File: src/rtl/ras_rt_ckpt.sv
// Retire-side checkpoint queue for the fetch return address stack: holds each
// RAS-affecting branch's post-operation pointer until it retires or flushes.
module ras_rt_ckpt #(
   parameter int DEPTH = 8,
   parameter int IDX_W = 3,
   parameter int PTR_W = 4
) (
   input  logic             clock,
   input  logic             reset_n,
   input  logic             alloc_vld_i,
   input  logic [PTR_W-1:0] alloc_ptr_i,
   output logic             alloc_rdy_o,
   output logic [IDX_W-1:0] alloc_tag_o,
   input  logic             retire_vld_i,
   input  logic             flush_rt_i,
   output logic [PTR_W-1:0] ras_ptr_rt_o,
   output logic             bob_vld_o,
   output logic [IDX_W:0]   count_o
);

   // Handshake: an allocation transfers on a cycle where alloc_vld_i and
   // alloc_rdy_o are both high; with alloc_rdy_o low the request is dropped
   // and the sender must hold it. Retire and flush have no back-pressure.

   logic [PTR_W-1:0] mem_q [DEPTH];
   logic [PTR_W-1:0] mem_d [DEPTH];
   logic [IDX_W-1:0] head_q, head_d;
   logic [IDX_W-1:0] tail_q, tail_d;
   logic [IDX_W:0]   count_q, count_d;
   logic [PTR_W-1:0] arch_ptr_q, arch_ptr_d;

   logic empty;
   logic full;
   logic alloc_fire;
   logic retire_fire;

   assign empty       = (count_q == '0);
   assign full        = (count_q == (IDX_W+1)'(DEPTH));
   assign alloc_rdy_o = ~full & ~flush_rt_i;
   assign alloc_fire  = alloc_vld_i & alloc_rdy_o;
   assign retire_fire = retire_vld_i & ~empty & ~flush_rt_i;

   assign alloc_tag_o  = tail_q;
   assign ras_ptr_rt_o = empty ? arch_ptr_q : mem_q[head_q];
   assign bob_vld_o    = ~empty;
   assign count_o      = count_q;

   always_comb begin
      mem_d      = mem_q;
      head_d     = head_q;
      tail_d     = tail_q;
      count_d    = count_q;
      arch_ptr_d = arch_ptr_q;
      if (flush_rt_i) begin
         // The flushed branch becomes the architectural pointer; everything
         // younger is discarded.
         if (!empty) begin
            arch_ptr_d = mem_q[head_q];
         end
         head_d  = '0;
         tail_d  = '0;
         count_d = '0;
      end else begin
         if (alloc_fire) begin
            mem_d[tail_q] = alloc_ptr_i;
            tail_d        = tail_q + IDX_W'(1);
         end
         if (retire_fire) begin
            arch_ptr_d = mem_q[head_q];
            head_d     = head_q + IDX_W'(1);
         end
         case ({alloc_fire, retire_fire})
            2'b10:   count_d = count_q + (IDX_W+1)'(1);
            2'b01:   count_d = count_q - (IDX_W+1)'(1);
            default: count_d = count_q;
         endcase
      end
   end

   always_ff @(posedge clock or negedge reset_n) begin
      if (!reset_n) begin
         for (int i = 0; i < DEPTH; i++) begin
            mem_q[i] <= '0;
         end
         head_q     <= '0;
         tail_q     <= '0;
         count_q    <= '0;
         arch_ptr_q <= '0;
      end else begin
         mem_q      <= mem_d;
         head_q     <= head_d;
         tail_q     <= tail_d;
         count_q    <= count_d;
         arch_ptr_q <= arch_ptr_d;
      end
   end

endmodule

File: config.mk
export PLATFORM = sky130hd
export DESIGN_NAME = ras_rt_ckpt
export DESIGN_NICKNAME = d
export VERILOG_FILES = /design/src/rtl/ras_rt_ckpt.sv
export SDC_FILE = /design/constraint.sdc
export NUM_CORES = 1
export LEC_CHECK = 0
export CAP_MARGIN = 10
export CORE_UTILIZATION = 30
export CTS_CLUSTER_DIAMETER = 80
export CTS_CLUSTER_SIZE = 14
export DETAILED_ROUTE_END_ITERATION = 8
export SLEW_MARGIN = 20
export SYNTH_ARGS = -nofsm -noshare
export SYNTH_HDL_FRONTEND = slang
export SYNTH_SLANG_ARGS = --single-unit
export TNS_END_PERCENT = 30
File: constraint.sdc
create_clock -name clock -period 6.9 [get_ports clock]
set_input_delay 1.38 -clock clock [delete_from_list [all_inputs] [get_ports clock]]
set_output_delay 1.38 -clock clock [all_outputs]
set_load 0.02 [all_outputs]
== Yosys cells after proc, flatten, opt, wreduce, memory -nomap -nowiden ==
Index checks and enable logic that the tools add are counted.

* Register bits after elaboration: 46
* Logic and storage cells: 52
* Input port bits: 9
* Output and inout bits: 13

* Reduce and logical (&&, ||, !) cells: 6
* Add/sub/neg operators: 4
* Order comparisons: 3
* Muxes and demuxes: 15
* Equality and inequality tests: 3
* Bitwise operators: 9

{| class="wikitable"
|+ Operators with widths
! operator !! count
|-
| $bwmux W32 || 1
|-
| $mux W4 || 7
|-
| $bmux W4 S3 || 1
|-
| $demux W4 S3 || 1
|-
| $mux W3 || 4
|-
| $ge A4 B4 Y1 const B || 2
|-
| $not A3 Y4 || 2
|-
| $pmux W4 S2 || 1
|-
| $add A3 B1 Y3 const B || 2
|-
| $add A4 B1 Y4 const B || 1
|-
| $and A1 B1 Y1 || 4
|-
| $eq A4 B4 Y1 const B || 1
|-
| $logic_not A4 Y1 || 1
|-
| $lt A4 B1 Y1 const B || 1
|-
| $reduce_bool A2 Y1 || 2
|-
| $sub A4 B1 Y4 const B || 1
|-
| $not A1 Y1 || 3
|-
| $reduce_bool A3 Y1 || 1
|-
| $eq A2 B1 Y1 const B || 1
|-
| $eq A2 B2 Y1 const B || 1
|-
| $reduce_and A2 Y1 || 1
|-
| $logic_and A1 B1 Y1 || 1
|}

== Logic depth before layout (Yosys ltp) ==
* Depth in word-level cells: 7
* Gate-level depth with buffers: 10
* Gate-level depth less buffers: 9

== Worst setup path before layout ==
No wires, ideal clock.

* Kind: input -> output
* From: input port flush_rt_i
* To: output port alloc_rdy_o
* Slack: 3647 ps
* Path buffers: 1
* Stages: 2
* Arrival: 1873 ps
* Required time: 5520 ps
* Cell sequence: clkbuf_1 > nor2_1

* Cells in the longest elaborated chain, start to end: 2

{| class="wikitable"
|+ RTL lines
! what !! line !! source
|-
| start, declared || 15 || <nowiki>input logic flush_rt_i,</nowiki>
|-
| $not A1 Y1 (no line) || n/a ||
|-
| $and A1 B1 Y1 || 39 || <nowiki>assign alloc_rdy_o = ~full & ~flush_rt_i;</nowiki>
|-
| end, declared || 12 || <nowiki>output logic alloc_rdy_o,</nowiki>
|}

Every way passes these cells.

== Worst setup path in the final report ==
Ends and elaborated chain as after synthesis.

==> flow_metrics.py <==
metrics = {
    "drt": {
        "wl_per_cell_um": 14.10,
        "vias_per_cell": 4.810,
        "drc": 0,
        "vias": 1443,
        "drt_iter0_markers": 75,
        "antenna_left": 0,
        "routed_wl_um": 4230,
        "firstDrtPassIters": 4,
    },
    "timing": {
        "final_max_slew_viol_count": 0,
        "rsz0062_at_grt": "no",
        "period_share_pct": 61.80,
        "finalSetupViolCount": 0,
        "tightest_slew_ps": 633.5,
        "finalSetupTns_ps": 0,
        "max_freq_mhz": 234.5,
        "max_slew_margin_pct": 57.77,
        "postLayoutSetupSlackWorst_ps": 2636,
        "min_period_ps": 4264,
        "hold_viol_final": 0,
        "finClkSkew_ps": 3.780,
    },
    "cells_and_area": {
        "layout_commonest_cell": "dfrtp_1",
        "drive_above_1_share_pct": 26.87,
        "n_antenna_cell": 0,
        "area_growth_pct": 17.54,
        "final_cell_mix": "dfrtp_1 (46), mux2_2 (32), clkdlybuf4s50_1 (20)",
        "fin_nets": 213,
    },
    "setup_path": {
        "crit_arrival_ps": 2880,
        "crit_start": "flush_rt_i",
        "critPathRequiredTime_ps": 5520,
        "cp-end-kind": "output port",
        "r2r-start": "count_o[1]$_DFFE_PN0P_",
        "crit_type": "in2out",
        "start_kind": "input pin",
        "worst-path-max-fanout": 16,
    },
    "power": {
        "switchingPower_w": 0.0004049,
        "p_clk_share_pct": 17.8,
        "swShare_pct": 36.45,
        "power-per-cell-area_nw_per_um2": 411.4,
        "peakVddDrop_uv": 112.1,
        "p_leak_nw": 1.151,
        "internal-power_w": 0.0007059,
        "seq_power_share_pct": 38.4,
        "pwr-share-comb_pct": 43.7,
    },
    "flow_run": {
        "maxCapViolations": 0,
    },
    "die": {
        "rows": 31,
        "coreArea_sq_um": 7331,
        "floorplan.initialDensity_pct": 31.34,
        "ios": 22,
        "die_h_um": 89.51,
        "die_area_sq_um": 8011,
        "dieWidth_um": 89.51,
    },
    "yosys": {
        "synth_nets": 193,
        "async_reset_ff_share_pct": 100.0,
        "synth_top_area_share_pct": 50.11,
        "synthCells": 180,
        "synth.avg_cell_area_sq_um": 12.76,
        "yosysTopAreaCell": "dfrtp_1",
        "synth_warnings": 0,
        "netlist_area_sq_um": 2297,
        "synthTopCellsByArea": "dfrtp_1 (50%), mux2_2 (16%), mux4_2 (7.8%), nor2_1 (2.3%), ha_1 (2.2%)",
        "synth_top_flop_cell": "dfrtp_1",
        "synth-edff-count": 0,
        "ys_seq_area_share_pct": 50.11,
        "synth-seq-cells": 46,
        "synth_cell_type_count": 36,
    },
    "placed_design": {
        "gp_congestion": 0.7493,
        "pre_cts_ws_ps": 2627,
        "hpwl_um": 2976,
        "portBuffers": 21,
    },
    "clock_tree": {
        "post-cts-setup-buffers": 0,
        "hold_buffers": 0,
        "cts_sinks": 46,
        "cts.repair.resized": 0,
        "clkLatencyLatePin_ps": 290,
        "cts_buffers": 5,
        "htreeDepth": 2,
        "cts_tree": "yes",
        "clockBufferDepth": 2,
        "clkTransAtPathRegs_ps": 80,
        "clock-root-buffer": "clkbuf_8",
    },
    "min_path": {
        "min_from": "arch_ptr_q[2]$_DFFE_PN0P_",
        "hp-class": "reg2reg",
    },
    "global_route": {
        "grt_pass1_wl_um": 7017,
        "track_usage_pct": 11.84,
        "antenna_found_initial": 0,
        "grt-ovfl-total": 0,
        "grt_max_degree": 47,
        "grt_pass1_vias": 1332,
    },
    "run_status": {
        "status": "finished clean",
    },
}
-- sequential cells by signal, summed over array words and instances (netlist names) --
register	flops
mem_q	32
arch_ptr_q	4
count_o	4
alloc_tag_o	3
head_q	3
-- cell type report --
class	count	area [sq um]
Clock inverter	2	37.54
Timing Repair Buffer	21	207.7
Clock buffer	6	72.57
Tap cell	99	123.9
Fill cell	701	4631
Multi-Input combinational cell	126	1107
Sequential cell	46	1151
-- metrics by stage --
step	util (%)	hold WS, ps	total power (W)	std cells	area, sq um
2_1_floorplan	-	450.5	0.0007516	180	2297
3_3_place_gp	35.30	462.6	0.0009141	292	2587
3_5_place_dp	35.30	471.6	0.0009234	292	2587
4_1_cts	36.80	491.3	0.001126	300	2698
5_1_grt	36.83	517.7	0.001191	300	2700
6_report	36.83	487.4	0.001111	300	2700
-- final timing paths --
kind / end / slack, ps / cells after the start
max in group asynchronous: arch_ptr_q[2]$_DFFE_PN0P_ / 5420 / 1
worst min-delay path: arch_ptr_q[2]$_DFFE_PN0P_ / 490 / 2
worst max-delay path: alloc_rdy_o / 2640 / 3
min in group asynchronous: count_o[3]$_DFFE_PN0P_ / 1070 / 1
worst max register to register: count_o[3]$_DFFE_PN0P_ / 4260 / 7
worst min register to register: arch_ptr_q[2]$_DFFE_PN0P_ / 490 / 2
-- cell families after synthesis --
family | after synthesis | synth area share (%)
AOI/OAI and AO/OA | 22 | 6.209
xor gates and xnor gates | 6 | 2.288
adders and majority gates | 4 | 2.179
buffers and inverters | 8 | 1.688
DFF | 46 | 50.11
muxes | 45 | 25.76
and+or+nand+nor | 49 | 11.77
-- cell usage after synthesis, drive strengths merged (4+ instances only) --
master	instances
a21oi	7
nand2	9
dfrtp	46
xor2	5
ha	4
mux2i	4
mux4	8
nor2	14
clkbuf	5
o21ai	8
mux2	33
nand3	7
-- critical path: stages --
cell and delay, ps:
clkdlybuf4s50_1 690, nor2_1 200, clkdlybuf4s50_1 620
-- power by group through the flow --
| stage | clock, W | sequential, W | combinational [W] |
|---|---|---|---|
| floorplan | 0 | 0.000408 | 0.000344 |
| global route | 0.000218 | 0.000441 | 0.000532 |
| detailed placement | 0 | 0.000433 | 0.000490 |
| CTS | 0.000207 | 0.000427 | 0.000491 |
| finish | 0.000198 | 0.000427 | 0.000486 |
| global placement | 0 | 0.000430 | 0.000484 |
-- routing by layer --
metal	vias to the layer above	routed length, um	GRT usage [%]
met5	-	0	0
li1	700	-	-
met1	717	2120	16.74
met2	20	1922	17.49
met4	0	73	4.762
met3	6	114	2.770
Power figures use the tool's default switching activity.
